**config.mk**
```make
export PLATFORM = sky130hd
export DESIGN_NAME = instr_fetch
export DESIGN_NICKNAME = d
export VERILOG_FILES = /design/src/rtl/instr_fetch.sv
export SDC_FILE = /design/constraint.sdc
export NUM_CORES = 1
export LEC_CHECK = 0
export ABC_AREA = 1
export CAP_MARGIN = 20
export CORE_UTILIZATION = 43
export CTS_CLUSTER_DIAMETER = 150
export DETAILED_ROUTE_END_ITERATION = 12
export PLACE_DENSITY = 0.87
export SLEW_MARGIN = 10
export SYNTH_ARGS = -nofsm -noshare
export SYNTH_HDL_FRONTEND = slang
export SYNTH_SLANG_ARGS = --single-unit
```
**constraint.sdc**
```tcl
create_clock -name clk -period 1.5 [get_ports clk]
set_input_delay 0.3 -clock clk [delete_from_list [all_inputs] [get_ports clk]]
set_output_delay 0.3 -clock clk [all_outputs]
set_load 0.02 [all_outputs]
```
**src/rtl/instr_fetch.sv**
```systemverilog
// instr_fetch: single-outstanding instruction fetch FSM between PC controller, instruction memory and decode
//   clk, reset (async, active-low) | fetch_en, pc_value -> pc_en | imem_req/imem_addr <- imem_ack/imem_rdata
//   flush | if_valid/if_instr/if_pc -> decode, if_ready <- decode | fetch_err sticky misaligned-PC flag
module instr_fetch #(
  parameter int DWIDTH = 32
) (
  input  logic              clk,
  input  logic              reset,
  input  logic              fetch_en,
  input  logic [DWIDTH-1:0] pc_value,
  output logic              pc_en,
  output logic              imem_req,
  output logic [DWIDTH-1:0] imem_addr,
  input  logic              imem_ack,
  input  logic [DWIDTH-1:0] imem_rdata,
  input  logic              flush,
  output logic              if_valid,
  input  logic              if_ready,
  output logic [DWIDTH-1:0] if_instr,
  output logic [DWIDTH-1:0] if_pc,
  output logic              fetch_err
);
  typedef enum logic [2:0] {IDLE, REQ, HOLD, STEP, DRAIN} state_t;
  state_t state;
  always_ff @(posedge clk or negedge reset) begin
    if (!reset) begin
      state     <= IDLE;
      pc_en     <= 1'b0;
      imem_req  <= 1'b0;
      imem_addr <= '0;
      if_valid  <= 1'b0;
      if_instr  <= '0;
      if_pc     <= '0;
      fetch_err <= 1'b0;
    end else begin
      case (state)
        IDLE:
          if (fetch_en) begin
            if (pc_value[1:0] == 2'b00) begin
              imem_req  <= 1'b1;
              imem_addr <= pc_value;
              state     <= REQ;
            end else begin
              fetch_err <= 1'b1;
            end
          end
        REQ:
          if (imem_ack) begin
            imem_req <= 1'b0;
            state    <= flush ? IDLE : HOLD;
            if (!flush) begin
              if_instr <= imem_rdata;
              if_pc    <= imem_addr;
              if_valid <= 1'b1;
            end
          end else if (flush) begin
            state <= DRAIN;
          end
        HOLD:
          if (flush) begin
            if_valid <= 1'b0;
            state    <= IDLE;
          end else if (if_ready) begin
            if_valid <= 1'b0;
            pc_en    <= 1'b1;
            state    <= STEP;
          end
        STEP: begin
          pc_en <= 1'b0;
          state <= IDLE;
        end
        DRAIN:
          if (imem_ack) begin
            imem_req <= 1'b0;
            state    <= IDLE;
          end
        default: state <= IDLE;
      endcase
    end
  end
endmodule

```
After elaboration in Yosys (flattened, before gate mapping)

Index checks and enable logic that the tools add are counted.

Eq/ne operators: 14
Muxes and demuxes: 21
Reduce and logical (&&, ||, !) cells: 13
Bitwise logic cells: 2

Operators by type and width:

| kind                 | count |
|---|---|
| $mux W3              | 7 |
| $ne A2 B2 Y1 const B | 7 |
| $pmux W3 S4          | 1 |
| $reduce_and A3 Y1    | 4 |
| $mux W1              | 9 |
| $reduce_and A4 Y1    | 2 |
| $eq A3 B2 Y1 const B | 2 |
| $ne A3 B3 Y1 const B | 2 |
| $pmux W1 S2          | 3 |
| $reduce_bool A2 Y1   | 3 |
| $reduce_and A5 Y1    | 1 |
| $eq A3 B1 Y1 const B | 1 |
| $eq A3 B3 Y1 const B | 1 |
| $logic_not A3 Y1     | 1 |
| $logic_not A2 Y1     | 1 |
| $mux W2              | 1 |
| $ne A2 B1 Y1 const B | 1 |
| $not A1 Y1           | 2 |
| $reduce_or A2 Y1     | 1 |

Bits of input ports: 70
Register bits: 103
Logic and storage cells: 58

Depth between registers and ports, before layout

Depth in word-level cells: 4
Depth in mapped cells: 8
Gate-level depth less buffers: 7

Least setup slack after synthesis

No wires, ideal clock.

Path type: register to register
Start: register state[1]
End: register imem_addr[22]
Slack: 287 ps
Library setup time: 122 ps
Period minus slack after synthesis: 1213 ps
Required time: 1378 ps
Cell stages (with the launch flop): 8
Arrival: 1092 ps
Buffers on the path: 1
Cells stage by stage: dfrtp_1 nor2_2 nand2_2 inv_2 nand2_2 inv_4 buf_4 o21ai_1

Longest elaborated chain between the ends: 2

Ends and longest elaborated chain:

| what                               | RTL line | source |
|---|---|---|
| start, declared                    | 24       | `state_t state;` |
| start signal, assigned             | 50       | `state <= flush ? IDLE : HOLD;` |
| $logic_not A3 Y1                   | 36       | `case (state)` |
| $reduce_and A3 Y1 (no source line) | -        |  |
| end signal, assigned               | 41       | `imem_addr <= pc_value;` |
| end, declared                      | 13       | `output logic [DWIDTH-1:0] imem_addr,` |

Every way passes these cells.
A chain may end at the register's enable or synchronous reset.

Worst setup path in the final report

Start: register state[1]
End: register if_instr[28]

Longest elaborated chain between the ends: 2

Ends and longest elaborated chain:

| what                               | RTL line | source |
|---|---|---|
| $eq A3 B1 Y1                       | 36       |  |
| $reduce_and A3 Y1 (no source line) | -        |  |
| end signal, assigned               | 52       | `if_instr <= imem_rdata;` |
| end, declared                      | 19       | `output logic [DWIDTH-1:0] if_instr,` |

Every way passes these cells.

==> run summary <==
Result of the run: finished, final reports clean
Post CTS Setup Buffer Count: 0
Max H-tree Level: 3
Critical path launch point type: flop
Area share of the leading cell type in the synthesized netlist: 61.2%
Routed wire per std cell: 13.6 um
Effective utilization at floorplan: 44.9%
Leading area contributor after synthesis: dfrtp_1
Io pins: 170
Main combinational cell family by area after synthesis: compound AO/OA/AOI/OAI gates
Flip-flop and latch count after synthesis: 103
Placement Rows: 35
Setup CP Type: reg2reg
Final ANT Viol Nets: 0
Die width: 101 um
Number of warnings printed during yosys synthesis: 0
Cts bufs inserted: 9
Placer Congestion: 0.762
Worst reg2reg setup slack: 100 ps
Antenna diode count: 0
First-pass GRT wire length: 16400 um
Required @ worst endpoint: 1720 ps
Endpoints failing setup: 0
Critical path depth in cells: 5
Multiplexer share of the synthesized area: 0%
Timing endpoint of the critical path: if_instr[28]
Worst Path Arrival: 1620 ps
Total wire length: 9990 um
Remaining DRCs: 0
Critical path origin: state[1]
Kind of end point of the critical path: flop
Slowest stage cell, crit path: dfrtp_2
Placement-stage worst setup slack: -152 ps
CP peak stage delay: 480 ps
Die outline area: 10200 um2
Least-Margin Pin Slew: 339 ps
Post-synth cell types: 25
Share of the synthesized area in compound gates (AO/OA/AOI/OAI): 15.1%
DR iter-0 viols: 103
Post-Synth Simple-Gate Area: 12.1%
Maximum number of pins on one net before global-route repair: 79
Via/cell ratio: 4.58
Async set or reset register ratio after synthesis: 100%
Final Hold Violating Endpoints: 0
Time the final worst path needs with I/O delays and setup: 1400 ps
GRT Overall Usage: 20.7%
Aggregate global routing overflow: 0
Total Power: 0.0124 W
Post-synthesis share of cell area spent on full adders, half adders and majority gates: 0%
Number of sinks on the clock net: 103
Peak Freq: 714 MHz
Vias in the first global route: 3566
Final period utilization: 93.3%
Startpoint of the worst register-to-register path: state[1]
Sequential share of the synthesized area: 61.2%
CP top delay family: flip-flops
Final setup skew: 16.5 ps
Number of cells traversed by the worst register-to-register path: 5
Clock root buffer master: clkbuf_8
Maximum clock path buffer count: 2
First-pass detailed-route iteration total: 4
Initial antenna violation count: 0
Worst path cell trace: nor2_4, nand4_4, buf_12, nand2_1, o21ai_1
Worst max-slew margin expressed relative to the limit: 77.4%
Synth Flop Type: dfrtp_1
Maximum resistive drop on vdd: 1.14 mV
RR Endpoint: if_instr[28]
Worst-case setup margin in the final layout: 100 ps
Via count: 3358
Power density over the cells: 2020 nW/um2
Layout cell share with drive strength beyond 1: 12.9%
TritonCTS clock tree: built
Setup repair after global routing missed its margin: no
Maximum fanout encountered on the critical timing path: 78
Dominant cell by count in the synthesized netlist: dfrtp_1
Number of synthesized flops with an enable pin: 0
Most instantiated cells after synthesis: 103 x dfrtp_1, 102 x nand2_1, 72 x inv_1, 42 x o21ai_1, 36 x o21ai_2
Max-capacitance violation count: 0
Slew Limit Fails: 0
Layout overhead on the synthesized area: 46.3%
Area of the mapped netlist: 4210 um2
Input/output buffers: 169
Post-synthesis xor/xnor area fraction: 0%
Clk Latency, worst-skew pair: 350 ps
Layout net count: 669
Die extent in y: 101 um
Worst min-delay path class: in2async
Average footprint of a synthesized cell: 9.96 um2
Synth area leaders: dfrtp_1 61%, nand2_1 9.1%, o21ai_2 7.5%, inv_1 6.4%, o21ai_1 5.0%
Number of buffer and inverter instances along the worst setup path: 1
Core box area: 9370 um2
Hold WS: 386 ps
Clock transition at the register clock pins on the worst setup and hold paths after CTS: 100 ps
Total leakage power: 3.21 nW
Final HPWL DP: 7530 um
Number of instances in the synthesized netlist: 423
Post-synthesis net count: 493
==> through the flow <==
| step | std cells | utilization [%] | setup TNS (ps) | cell area (um2) |
|---|---|---|---|---|
| finish | 733 | 65.7 | 0 | 6160 |
| global route | 733 | 65.7 | 0 | 6160 |
| CTS | 733 | 65.7 | 0 | 6150 |
| detailed placement | 716 | 64.5 | -8280 | 6050 |
| global placement | 716 | 64.5 | -4870 | 6050 |
| floorplan | 423 | - | 0 | 4210 |
==> what timing repair did <==
item | CTS | global route
pin swaps | 0 | 0
hold endpoints to repair | 21 | 0
hold buffers | 1 | 0
resized for setup | 100 | 2
setup endpoints to repair | 100 | 5
==> worst register-to-register path, delay by kind of cell (launching register included) <==
family / cells / cell delay [ps]
DFF: 1 / 480
AOI/OAI and AO/OA: 1 / 70
buffers and inverters: 1 / 240
and+or+nand+nor: 3 / 480
==> final cells by class <==
cell class	instances	area (um2)
fillers	809	3210
flip-flops and latches	103	2580
repair buffers	185	1750
clock buffers	12	145
multi-input cells	224	1160
inverters	76	288
well taps	129	161
clock inverters	4	77.6
==> flip-flops by register name, indices dropped and copies added (netlist names) <==
register / flops
if_valid: 1
imem_addr: 32
if_instr: 32
imem_req: 1
fetch_err: 1
pc_en: 1
if_pc: 32
state: 3
==> report_power, final <==
group | switching (W) | internal, W
registers | 0.000715 | 0.00405
logic | 0.00354 | 0.00220
clock network | 0.000930 | 0.000999
total | 0.00519 | 0.00725
==> cells by family (layout without fill, tap and decap cells) <==
| group | after synthesis | after routing |
|---|---|---|
| DFF | 103 | 103 |
| buffers and inverters | 96 | 277 |
| AOI/OAI and AO/OA | 98 | 98 |
| and+or+nand+nor | 126 | 126 |
==> per-layer routing <==
metal,routed length (um),GRT usage (%),up-vias
li1,-,-,1659
met1,4010,23.5,1569
met2,5130,37.8,117
met3,702,5.76,13
met4,142,6.69,0
met5,0,0,-
==> cells in the final DEF, fill, tap and decap left out, types with 3 or more instances in the layout <==
| cell | n |
|---|---|
| inv_1 | 72 |
| dfrtp_1 | 102 |
| inv_2 | 3 |
| clkdlybuf4s50_1 | 68 |
| o21ai_1 | 42 |
| o21ai_2 | 36 |
| nand3_1 | 4 |
| nand2_1 | 102 |
| clkbuf_8 | 10 |
| buf_12 | 5 |
| nor2_1 | 12 |
| o21ai_0 | 16 |
| dlygate4sd2_1 | 100 |
| buf_4 | 11 |
==> worst min path at each step <==
| stage | endpoint | depth (start not counted) |
|---|---|---|
| CTS | if_instr[25] | 2 |
| floorplan | fetch_err | 0 |
| finish | if_pc[3] | 2 |
| detailed placement | if_instr[25] | 1 |
| global route | if_pc[3] | 2 |
| global placement | if_pc[3] | 1 |
Note: power is estimated with default switching activity, not from simulation.
